**config.mk**
```make
export PLATFORM = sky130hd
export DESIGN_NAME = axi_master_wr
export DESIGN_NICKNAME = d
export VERILOG_FILES = /design/src/rtl/axi_pkg.sv /design/src/rtl/axi_master_wr.sv
export SDC_FILE = /design/constraint.sdc
export NUM_CORES = 1
export LEC_CHECK = 0
export ABC_AREA = 1
export BUFFER_PORTS_ARGS = -buffer_cell sky130_fd_sc_hd__buf_2
export CAP_MARGIN = 20
export CORE_MARGIN = 3
export CORE_UTILIZATION = 34
export CTS_CLUSTER_DIAMETER = 120
export DETAILED_ROUTE_END_ITERATION = 16
export GPL_ROUTABILITY_DRIVEN = 0
export GPL_TIMING_DRIVEN = 0
export PLACE_DENSITY = 0.88
export SETUP_SLACK_MARGIN = 0.15
export SLEW_MARGIN = 5
export SYNTH_ARGS = -nofsm -noshare
export SYNTH_HDL_FRONTEND = slang
export SYNTH_SLANG_ARGS = --single-unit
```
**constraint.sdc**
```tcl
create_clock -name clk -period 1.25 [get_ports clk]
set_input_delay 0.3125 -clock clk [delete_from_list [all_inputs] [get_ports clk]]
set_output_delay 0.3125 -clock clk [all_outputs]
set_load 0.03 [all_outputs]
```
**src/rtl/axi_pkg.sv**
```systemverilog
// Shared AXI definitions for the DDR3 write master (and the future read master):
// burst/size/response encodings and the write-FSM state enum.
package axi_pkg;

    localparam logic [1:0] BURST_INCR = 2'b01;
    localparam logic [2:0] SIZE_8B    = 3'b011;
    localparam logic [1:0] RESP_OKAY  = 2'b00;

    typedef enum logic [1:0] {
        WR_IDLE = 2'd0,
        WR_AW   = 2'd1,
        WR_W    = 2'd2,
        WR_B    = 2'd3
    } wr_state_e;

endpackage

```
**src/rtl/axi_master_wr.sv**
```systemverilog
// AXI4 write master: one INCR burst per request, W beats fed from a FWFT FIFO.
// Optional macro AXI_WR_RESP_CHK_EN enables the sticky bad-response flag axi_wr_err.
//
// state   | meaning
// WR_IDLE | ready for a request; start latches addr/len
// WR_AW   | address phase, awvalid high until awready
// WR_W    | data phase, one FIFO pop per accepted beat, wlast on beat len
// WR_B    | waiting for the write response
module axi_master_wr
    import axi_pkg::*;
#(
    parameter int AXI_ID_WIDTH   = 4,
    parameter int AXI_ID         = 0,
    parameter int AXI_ADDR_WIDTH = 30,
    parameter int AXI_DATA_WIDTH = 64
) (
    input  logic                          clk,
    input  logic                          rst,
    input  logic                          axi_wr_start,
    input  logic [AXI_ADDR_WIDTH-1:0]     axi_wr_addr,
    input  logic [7:0]                    axi_wr_len,
    input  logic [AXI_DATA_WIDTH-1:0]     axi_wr_data,
    output logic                          axi_writing,
    output logic                          axi_wr_ready,
    output logic                          axi_wr_done,
    output logic                          axi_wr_err,
    output logic [AXI_ID_WIDTH-1:0]       m_axi_awid,
    output logic [AXI_ADDR_WIDTH-1:0]     m_axi_awaddr,
    output logic [7:0]                    m_axi_awlen,
    output logic [2:0]                    m_axi_awsize,
    output logic [1:0]                    m_axi_awburst,
    output logic                          m_axi_awvalid,
    input  logic                          m_axi_awready,
    output logic [AXI_DATA_WIDTH-1:0]     m_axi_wdata,
    output logic [AXI_DATA_WIDTH/8-1:0]   m_axi_wstrb,
    output logic                          m_axi_wlast,
    output logic                          m_axi_wvalid,
    input  logic                          m_axi_wready,
    input  logic [1:0]                    m_axi_bresp,
    input  logic                          m_axi_bvalid,
    output logic                          m_axi_bready
);

    wr_state_e                 state_q, state_d;
    logic [AXI_ADDR_WIDTH-1:0] addr_q, addr_d;
    logic [7:0]                len_q, len_d;
    logic [7:0]                cnt_q, cnt_d;
    logic                      done_q, done_d;
    logic                      w_hs;
    logic                      b_hs;

    always_ff @(posedge clk) begin
        if (rst) begin
            state_q <= WR_IDLE;
            addr_q  <= '0;
            len_q   <= '0;
            cnt_q   <= '0;
            done_q  <= 1'b0;
        end else begin
            state_q <= state_d;
            addr_q  <= addr_d;
            len_q   <= len_d;
            cnt_q   <= cnt_d;
            done_q  <= done_d;
        end
    end

    always_comb begin
        state_d = state_q;
        addr_d  = addr_q;
        len_d   = len_q;
        cnt_d   = cnt_q;
        done_d  = 1'b0;
        case (state_q)
            WR_IDLE: begin
                if (axi_wr_start) begin
                    addr_d  = axi_wr_addr;
                    len_d   = axi_wr_len;
                    state_d = WR_AW;
                end
            end
            WR_AW: begin
                if (m_axi_awready) begin
                    state_d = WR_W;
                end
            end
            WR_W: begin
                // Counter is cleared on the last beat so len=255 never needs a 9th bit.
                if (w_hs) begin
                    if (m_axi_wlast) begin
                        cnt_d   = '0;
                        state_d = WR_B;
                    end else begin
                        cnt_d = cnt_q + 8'd1;
                    end
                end
            end
            WR_B: begin
                if (m_axi_bvalid) begin
                    done_d  = 1'b1;
                    state_d = WR_IDLE;
                end
            end
            default: state_d = WR_IDLE;
        endcase
    end

    always_comb begin
        axi_wr_ready  = (state_q == WR_IDLE);
        m_axi_awvalid = (state_q == WR_AW);
        m_axi_wvalid  = (state_q == WR_W);
        m_axi_bready  = (state_q == WR_B);
        m_axi_wlast   = (state_q == WR_W) && (cnt_q == len_q);
        w_hs          = m_axi_wvalid & m_axi_wready;
        b_hs          = m_axi_bready & m_axi_bvalid;
        axi_writing   = w_hs;
        axi_wr_done   = done_q;
    end

    assign m_axi_awid    = AXI_ID_WIDTH'(AXI_ID);
    assign m_axi_awaddr  = addr_q;
    assign m_axi_awlen   = len_q;
    assign m_axi_awsize  = SIZE_8B;
    assign m_axi_awburst = BURST_INCR;
    assign m_axi_wdata   = axi_wr_data;
    assign m_axi_wstrb   = '1;

`ifdef AXI_WR_RESP_CHK_EN
    logic err_q, err_d;

    always_comb begin
        err_d = err_q | (b_hs && (m_axi_bresp != RESP_OKAY));
    end

    always_ff @(posedge clk) begin
        if (rst) begin
            err_q <= 1'b0;
        end else begin
            err_q <= err_d;
        end
    end

    assign axi_wr_err = err_q;
`else
    logic unused_bresp;
    assign unused_bresp = ^{m_axi_bresp, b_hs};
    assign axi_wr_err   = 1'b0;
`endif

endmodule
```
==> metrics, run 1 <==
Crit. End Element=primary output; #FFs+latches synth=a little under 50; Worst Setup Path Type=reg2out; clock root buffer=clkbuf_8; Power Total=between 9 and 10 mW; Num Clock Sinks=49; Synth Instances=~360; pin count of the biggest net entering global routing=16; P per Cell Area=approximately 1700 mW/mm²; largest family of logic cells by synthesized area=buffers and inverters; Mapped Area=between 0.002 and 0.003 mm²; final slew viol count=0; die area=about 0.009 mm²; CTS tree=yes; gr usage total=0.188; RSZ-0062 raised after global routing=true; Max Cap Viol=0; row count=31; most frequent cells in the layout=buf_4, buf_2, buf_6; Tmin final=1.73 ns; Core Util, Final=0.707; grt met3 use=0.0526; simple-gate share of the synthesized area=0.205; DRC errors left=0; Final period util=1.38; IO Pins=about 240; Bufs on Longest Clock Path=2; synth-to-layout area growth=97.3%; via count=between 3k and 4k; most common cell after layout, fill and taps aside=buf_4; first-pass GRT wire length=13.3 mm; post-synthesis adder-cell area fraction=0.0281; Synth Area in Compound Gates=0.0910; Initial Utilization=0.358; vias in the first global route=~2.8k; Worst Path Required=between 0.9 and 1 ns; First-pass DRT Iterations=4; GR met2 Demand/Resource=0.372; Seq/Total Area, Yosys=0.368; Initial DRC Count=83; drt wl/cell=14.2 µm; Detail Placement HPWL=between 5 and 6 mm; LEAKAGE=2.58 nW; XOR/XNOR share of the synthesized area=0.0230; Clock Skew=roughly 0.0064 ns; pre-CTS setup slack=-0.260 ns; CTS Buf Count=5; critical path startpoint category=flop; endpoints failing setup=between 50 and 60; Crit Path Max Fanout=3; Hold Fails Final Rpt=0; crit path DAT=1.42 ns; Die X=~95 µm; R2R Setup Slk=-0.37 ns; final WL=between 9 and 10 mm; routed vias/inst=between 4 and 5; IO Port Bufs=152; total gr overflow=0; Worst slew margin=0.467; fin area=~0.0053 mm²; Die Ht=approximately 95 µm; Setup WS post-layout=-0.480 ns; Worst VDD drop=0.984 mV; status=finished, violations left; layout cell share with drive strength beyond 1=0.791; nets=700; H-Tree Depth=2; Core Region=approximately 0.0074 mm²; dpl cell area=0.00376 mm²; Reg clk slew, reported paths=about 0.09 ns; failing checks=negative setup slack; syn avg cell area=7.47 µm²; met1 Track Usage GR=0.193; GRT busiest layer=met2; Antenna Violating Nets Remaining=0; number of synthesis warnings=0; Worst-Margin Slew=0.800 ns; Synth cell types=23; multiplexer area fraction after synthesis=0; Clock Latency Late Sink=about 0.3 ns; FMAX=about 580 MHz; Min-Delay Path Class=in2reg; antenna cell count=0; number of antenna violations at the first check in global routing=1
-- final cells by class --
class	count	area, µm²
Multi-Input combinational cell	208	1490
Clock inverter	3	16.3
Buffer	93	772
Fill cell	530	2180
Clock buffer	5	68.8
Inverter	23	114
Timing Repair Buffer	204	1600
Sequential cell	49	1080
Tap cell	99	124
-- worst max-delay path, cell delays in order (launching register included) --
cell and delay [ns]:
dfxtp_4 0.37, xnor2_2 0.16, nand2_1 0.08, nor2_2 0.16, nand2_2 0.11, nor2_4 0.09, buf_6 0.13
-- sequential cells by signal (all words and copies together), names as in the netlist --
signal / cells
state_q: 2
m_axi_awlen: 8
m_axi_awaddr: 30
axi_wr_done: 1
cnt_q: 8
-- repair_timing --
item | 4_1_cts | 5_1_grt
gates cloned | 6 | 1
resized for setup | 253 | 62
setup buffers | 29 | 16
hold buffers | 0 | 0
endpoints found under the setup margin | 93 | 91
pin swaps | 23 | 25
-- metrics by stage --
| step | setup TNS [ns] | instances | hold slack (ns) |
|---|---|---|---|
| after floorplan | -0.796 | 373 | 0.382 |
| after global placement | -2.69 | 624 | 0.448 |
| after detailed placement | -4.91 | 624 | 0.455 |
| after CTS | -5.60 | 667 | 0.194 |
| after global routing | -10.98 | 684 | 0.201 |
| final | -8.45 | 684 | 0.200 |
-- cells by family (layout without fill, tap and decap cells) --
group,after synthesis,after routing
other cells,2,18
simple gates,131,131
buf+inv,116,328
flops,49,49
compound gates,46,46
xor+xnor,7,7
fa+ha+maj,6,6
-- metal layers --
layer	routed length (µm)	part of all wire	up-vias
met1	3330	0.34	1397
li1	-	-	1462
met3	892	0.092	20
met5	7	0.00072	-
met4	153	0.016	2
met2	5340	0.55	159
-- cell usage after synthesis, drive strengths merged --
cell / number / area [µm²]
xnor2: 7 / 61.3
ha: 6 / 75.1
clkinv: 1 / 3.75
nor2: 88 / 353
a31oi: 1 / 6.26
nor3: 3 / 15.0
nand4: 1 / 6.26
nand3: 6 / 35.0
dfxtp: 49 / 981
clkbuf: 8 / 30.0
nand2: 33 / 139
conb: 2 / 7.51
o21ai: 40 / 211
inv: 22 / 87.6
buf: 85 / 631
a21oi: 5 / 25.0
-- final timing paths --
| kind | start | end | cells past startpoint |
|---|---|---|---|
| setup reg to reg | m_axi_awlen[0]$_SDFFE_PP0P_ | cnt_q[5]$_SDFFE_PP0P_ | 8 |
| setup / recovery | m_axi_awlen[0]$_SDFFE_PP0P_ | m_axi_wlast | 6 |
| hold / removal | rst | cnt_q[1]$_SDFFE_PP0P_ | 2 |
| hold reg to reg | m_axi_awaddr[12]$_SDFFE_PP0P_ | m_axi_awaddr[12]$_SDFFE_PP0P_ | 2 |
-- power breakdown --
group	switching [mW]	internal (mW)	leakage (nW)
Combinational	2.99	2.84	2.10
Clock	0.544	0.389	0.0482
Sequential	0.359	2.03	0.427
Total	3.89	5.25	2.58
Note: power is estimated with default switching activity, not from simulation.
==> inputs of run 2 (changes only) <==
==> constraint.sdc (replaced) <==
create_clock -name clk -period 1.25 [get_ports clk]
set_input_delay 0.0625 -clock clk [delete_from_list [all_inputs] [get_ports clk]]
set_output_delay 0.0625 -clock clk [all_outputs]
set_load 0.03 [all_outputs]
==> run 2 against run 1 <==
Effect of this change: the run still ends with negative setup slack left; final area fell by 3.5%; clock skew rose by 0.0058 ns; register-to-register slack better by 0.14 ns; non-clock buffer count fell by 1; critical path type unchanged.
==> metrics, run 2 (synthesized netlist as in run 1, its figures left out) <==
Antenna Violating Nets Remaining=0; first-pass GRT wire length=roughly 14 mm; GR met2 Demand/Resource=0.371; critical path startpoint category=flop; crit path DAT=approximately 1.4 ns; Worst Setup Path Type=reg2out; CP peak stage delay=about 0.4 ns; drt wl/cell=around 15 µm; IO Pins=between 200 and 250; LEAKAGE=around 2.5 nW; Final period util=1.20; Bufs on Longest Clock Path=2; layout cell share with drive strength beyond 1=0.718; Hold Fails Final Rpt=0; Clock Latency Late Sink=0.30 ns; synth-to-layout area growth=90.5%; Reg2Reg Depth=8; CTS tree=yes; First-pass DRT Iterations=4; Worst Hold Launch=axi_wr_len[6]; failing checks=negative setup slack; Worst VDD drop=between 1 and 1.5 mV; status=finished, violations left; Critical Path Slowest Stage Cell=dfxtp_4; final WL=9.99 mm; Worst Path Required=1.19 ns; IO Port Bufs=152; via count=around 3.1k; Die X=between 90 and 100 µm; met1 Track Usage GR=0.199; pin count of the biggest net entering global routing=18; Initial Utilization=0.358; vias in the first global route=roughly 3.0k; Hold Crit Depth=3; Crit. End Element=primary output; FMAX=between 600 and 700 MHz; Initial DRC Count=between 90 and 100; Core Util, Final=0.682; grt met3 use=0.0414; Max Cap Viol=0; gr usage total=0.194; Setup WS post-layout=-0.250 ns; WHS Endpoint=m_axi_awlen[6]$_SDFFE_PP0P_; reg-to-reg endpoint=cnt_q[4]$_SDFFE_PP0P_; Die Ht=between 90 and 100 µm; routed vias/inst=roughly 4.5; Placed Cells=about 620; P per Cell Area=1720 mW/mm²; Core Region=~0.0074 mm²; most common cell after layout, fill and taps aside=buf_2; endpoints failing setup=about 50; Tmin final=1.50 ns; final slew viol count=0; Detail Placement HPWL=between 6 and 7 mm; Reg clk slew, reported paths=about 0.10 ns; die area=0.00894 mm²; Worst slew margin=0.476; worst r2r src=cnt_q[4]$_SDFFE_PP0P_; fill count=about 540; H-Tree Depth=2; Largest register FFs=30; total gr overflow=0; nets=700; Worst-Margin Slew=0.785 ns; cell-by-cell listing of the critical path=nand2_1 > nand2_1 > nand2_1 > nor2_2 > nand2_2 > nor2_4 > buf_6; Critical Path Most Common Cell=nand2_1; RSZ-0062 raised after global routing=true; fin cells=684; antenna cell count=0; most frequent cells in the layout=buf_2, buf_4, nor2_4; Crit Path Max Fanout=4; clock root buffer=clkbuf_8; R2R Setup Slk=-0.23 ns; row count=31; DRC errors left=0; number of antenna violations at the first check in global routing=0; CTS Buf Count=5; Min-Delay Path Class=in2reg; Clock Skew=between 0.01 and 0.015 ns; GRT busiest layer=met2; Num Clock Sinks=~50
[run 2: where the power goes]
group | internal, mW | switching [mW] | leakage [nW] | total (mW)
sequential | 1.96 | 0.401 | 0.415 | 2.36
combinational | 2.40 | 3.00 | 2.06 | 5.40
clock | 0.407 | 0.564 | 0.0491 | 0.971
[run 2: worst max-delay path, delay by kind of cell (launching register included)]
kind | cells | cell delay, ns
DFF | 1 | 0.40
and+or+nand+nor | 6 | 0.61
buffers and inverters | 1 | 0.13
[run 2: worst max path at each step]
stage	to	cells after the start	start	slack, ns
after floorplan	cnt_q[7]$_SDFFE_PP0P_	11	state_q[0]$_SDFFE_PP0P_	-0.19
after global routing	m_axi_wlast	7	cnt_q[4]$_SDFFE_PP0P_	-0.35
after detailed placement	cnt_q[7]$_SDFFE_PP0P_	11	state_q[0]$_SDFFE_PP0P_	-0.18
final	m_axi_wlast	7	cnt_q[4]$_SDFFE_PP0P_	-0.25
after CTS	m_axi_wlast	6	cnt_q[2]$_SDFFE_PP0P_	-0.17
after global placement	cnt_q[7]$_SDFFE_PP0P_	11	state_q[0]$_SDFFE_PP0P_	-0.14
[run 2: metal layers]
metal | wire length [µm] | vias to the layer above
met4 | 275 | 0
met3 | 736 | 24
met5 | 0 | -
li1 | - | 1461
met2 | 5530 | 169
met1 | 3450 | 1422
[run 2: area by class of cell]
| cell class | count | area [µm²] | area share |
|---|---|---|---|
| multi-input cells | 208 | 1580 | 0.312 |
| repair buffers | 203 | 1340 | 0.263 |
| flip-flops and latches | 49 | 1040 | 0.204 |
| plain buffers | 93 | 781 | 0.154 |
| well taps | 99 | 124 | 0.0244 |
| inverters | 23 | 114 | 0.0224 |
| clock buffers | 5 | 68.8 | 0.0135 |
| clock inverters | 3 | 23.8 | 0.00468 |
| repair inverters | 1 | 11.3 | 0.00222 |
[run 2: through the flow]
step | setup WS (ns) | setup TNS [ns] | cell area, µm² | power (mW) | hold WS, ns
6_report | -0.250 | -6.47 | 5080 | 8.73 | 0.0104
4_1_cts | -0.169 | -3.25 | 4580 | 7.73 | 0.000117
5_1_grt | -0.345 | -9.28 | 5080 | 9.19 | 0.000636
3_5_place_dp | -0.183 | -1.47 | 3770 | 5.56 | 0.292
2_1_floorplan | -0.185 | -0.693 | 2890 | 4.71 | 0.132
3_3_place_gp | -0.140 | -0.643 | 3770 | 5.46 | 0.281
[run 2: what timing repair did]
action | CTS | global route
cloned | 4 | 1
pin swaps | 29 | 30
hold buffers | 9 | 0
endpoints found under the hold margin | 10 | 0
endpoints found under the setup margin | 54 | 54
setup buffers | 23 | 16
gates resized for setup | 117 | 99
==> inputs of run 3 (changes only) <==
Settings changed: CORE_UTILIZATION 34 to 35, CTS_BUF_LIST from default to sky130_fd_sc_hd__clkbuf_4, PLACE_DENSITY 0.88 to 0.9.
==> run 3 against run 2 <==
Effect of this change: the flow still finishes with violations (negative setup slack); final cell count is 4.4% higher; clock-buffer cell count is 1 higher; wire length is 9.1% higher.
==> metrics, run 3 (synthesized netlist as in run 1, its figures left out) <==
status=finished, violations left; failing checks=negative setup slack; net switching power=just over 4 mW; most common cell after layout, fill and taps aside=buf_2; Internal Power=approximately 5 mW; Die Ht=roughly 93 µm; Power Total=9.18 mW; worst r2r src=cnt_q[0]$_SDFFE_PP0P_; DRC errors left=0; number of antenna violations at the first check in global routing=0; Die X=93.3 µm; reg-to-reg endpoint=cnt_q[3]$_SDFFE_PP0P_; Worst slew margin=0.479; via count=between 3k and 4k; Bufs on Longest Clock Path=2; routed vias/inst=4.51; Clock power frac=0.103; endpoints failing setup=52; gr usage total=0.211; Sw Share=0.443; Num Clock Sinks=between 40 and 50; FMAX=approximately 640 MHz; drt wl/cell=approximately 15 µm; Clock Skew=roughly 0.005 ns; crit path DAT=1.82 ns; Combinational Power Share=0.641; critical path startpoint category=flop; Antenna Violating Nets Remaining=0; Largest register FFs=30; CTS Buf Count=5; Worst-Margin Slew=between 0.7 and 0.8 ns; First-pass DRT Iterations=4; Detail Placement HPWL=just over 6 mm; Tmin final=1.57 ns; row count=31; most frequent cells in the layout=buf_2, buf_4, nor2_1; synth-to-layout area growth=105%; Initial DRC Count=about 110; Worst Setup Path Type=reg2reg; total gr overflow=0; Reg2Reg Depth=8; Final period util=1.26; antenna cell count=0; vias in the first global route=approximately 3.2k; IO Port Bufs=roughly 150; IO Pins=237; Max Cap Viol=0; layout cell share with drive strength beyond 1=0.702; Hold Crit Depth=6; H-Tree Depth=2; Core Util, Final=0.745; CTS tree=yes; Hold Fails Final Rpt=0; Core Region=roughly 0.0073 mm²; Initial Utilization=0.364; P per Cell Area=1680 mW/mm²; Worst Path Required=1.50 ns; Crit Path Max Fanout=6; R2R Setup Slk=-0.32 ns; Reg clk slew, reported paths=between 0.1 and 0.15 ns; final WL=around 11 mm; clock root buffer=clkbuf_4; Min-Delay Path Class=in2reg; nets=730; Clock Latency Late Sink=approximately 0.35 ns; pin count of the biggest net entering global routing=15; Setup WS post-layout=-0.324 ns; RSZ-0062 raised after global routing=true; setup TNS=-10.24 ns; register share of total power=0.256; Worst Hold Launch=m_axi_wready; Crit. End Element=flop; WHS Endpoint=cnt_q[0]$_SDFFE_PP0P_; Worst VDD drop=1.04 mV; first-pass GRT wire length=14.8 mm; LEAKAGE=2.66 nW; die area=slightly below 0.009 mm²; final slew viol count=0
run 3: changes by cell type in the layout (fill, tap and decap cells not counted), sizes merged:
cell         previous run  this run
bufinv                  0         1
nand2                  33        34
clkbuf                 12        20
inv                    25        22
buf                   280       272
dlygate4sd3             9        40
run 3: layer usage:
layer	part of all wire	global-route usage
met3	0.085	0.0587
met5	0	0
met1	0.35	0.217
met4	0.024	0.0672
met2	0.54	0.407
run 3: worst max path at each step:
stage / slack, ns / start / end
2_1_floorplan: -0.19 / state_q[0]$_SDFFE_PP0P_ / cnt_q[7]$_SDFFE_PP0P_
3_3_place_gp: -0.14 / state_q[0]$_SDFFE_PP0P_ / cnt_q[7]$_SDFFE_PP0P_
3_5_place_dp: -0.20 / state_q[0]$_SDFFE_PP0P_ / cnt_q[6]$_SDFFE_PP0P_
4_1_cts: -0.26 / cnt_q[7]$_SDFFE_PP0P_ / m_axi_wlast
5_1_grt: -0.39 / m_axi_awlen[5]$_SDFFE_PP0P_ / cnt_q[6]$_SDFFE_PP0P_
6_report: -0.32 / cnt_q[0]$_SDFFE_PP0P_ / cnt_q[3]$_SDFFE_PP0P_
run 3: layout make-up:
cell class	instances	area, µm²
fillers	463	1870
repair buffers	233	1720
multi-input cells	209	1580
flip-flops and latches	49	1040
plain buffers	93	791
inverters	23	128
well taps	99	124
clock buffers	6	45.0
clock inverters	2	33.8
run 3: worst max-delay path, stage by stage (launching register included):
cell     delay, ns
dfxtp_4       0.39
xnor2_2       0.18
nand2_1       0.09
nor2_2        0.16
nand2_4       0.09
buf_6         0.12
buf_6         0.11
o21ai_4       0.25
nor2_1        0.08
run 3: repair_timing:
action,in CTS,in global routing
pin swaps,18,32
hold buffers,40,0
gates resized for setup,150,94
hold endpoints to repair,41,0
gates cloned,6,2
buffers inserted,20,14
setup endpoints to repair,54,62
run 3: power groups by stage:
stage	registers, mW	logic (mW)	clock network, mW
after floorplan	2.85	1.86	0
after global placement	2.21	3.23	0
after detailed placement	2.23	3.33	0
after CTS	2.28	4.77	0.974
after global routing	2.39	6.17	1.02
final	2.35	5.88	0.942
run 3: metrics by stage:
stage | area [µm²] | hold slack (ns) | cells | setup slack, ns
finish | 5460 | 0.157 | 714 | -0.324
global route | 5460 | 0.151 | 714 | -0.391
CTS | 5010 | 0.101 | 698 | -0.263
detailed placement | 3770 | 0.287 | 624 | -0.196
global placement | 3770 | 0.276 | 624 | -0.140
floorplan | 2890 | 0.132 | 373 | -0.185
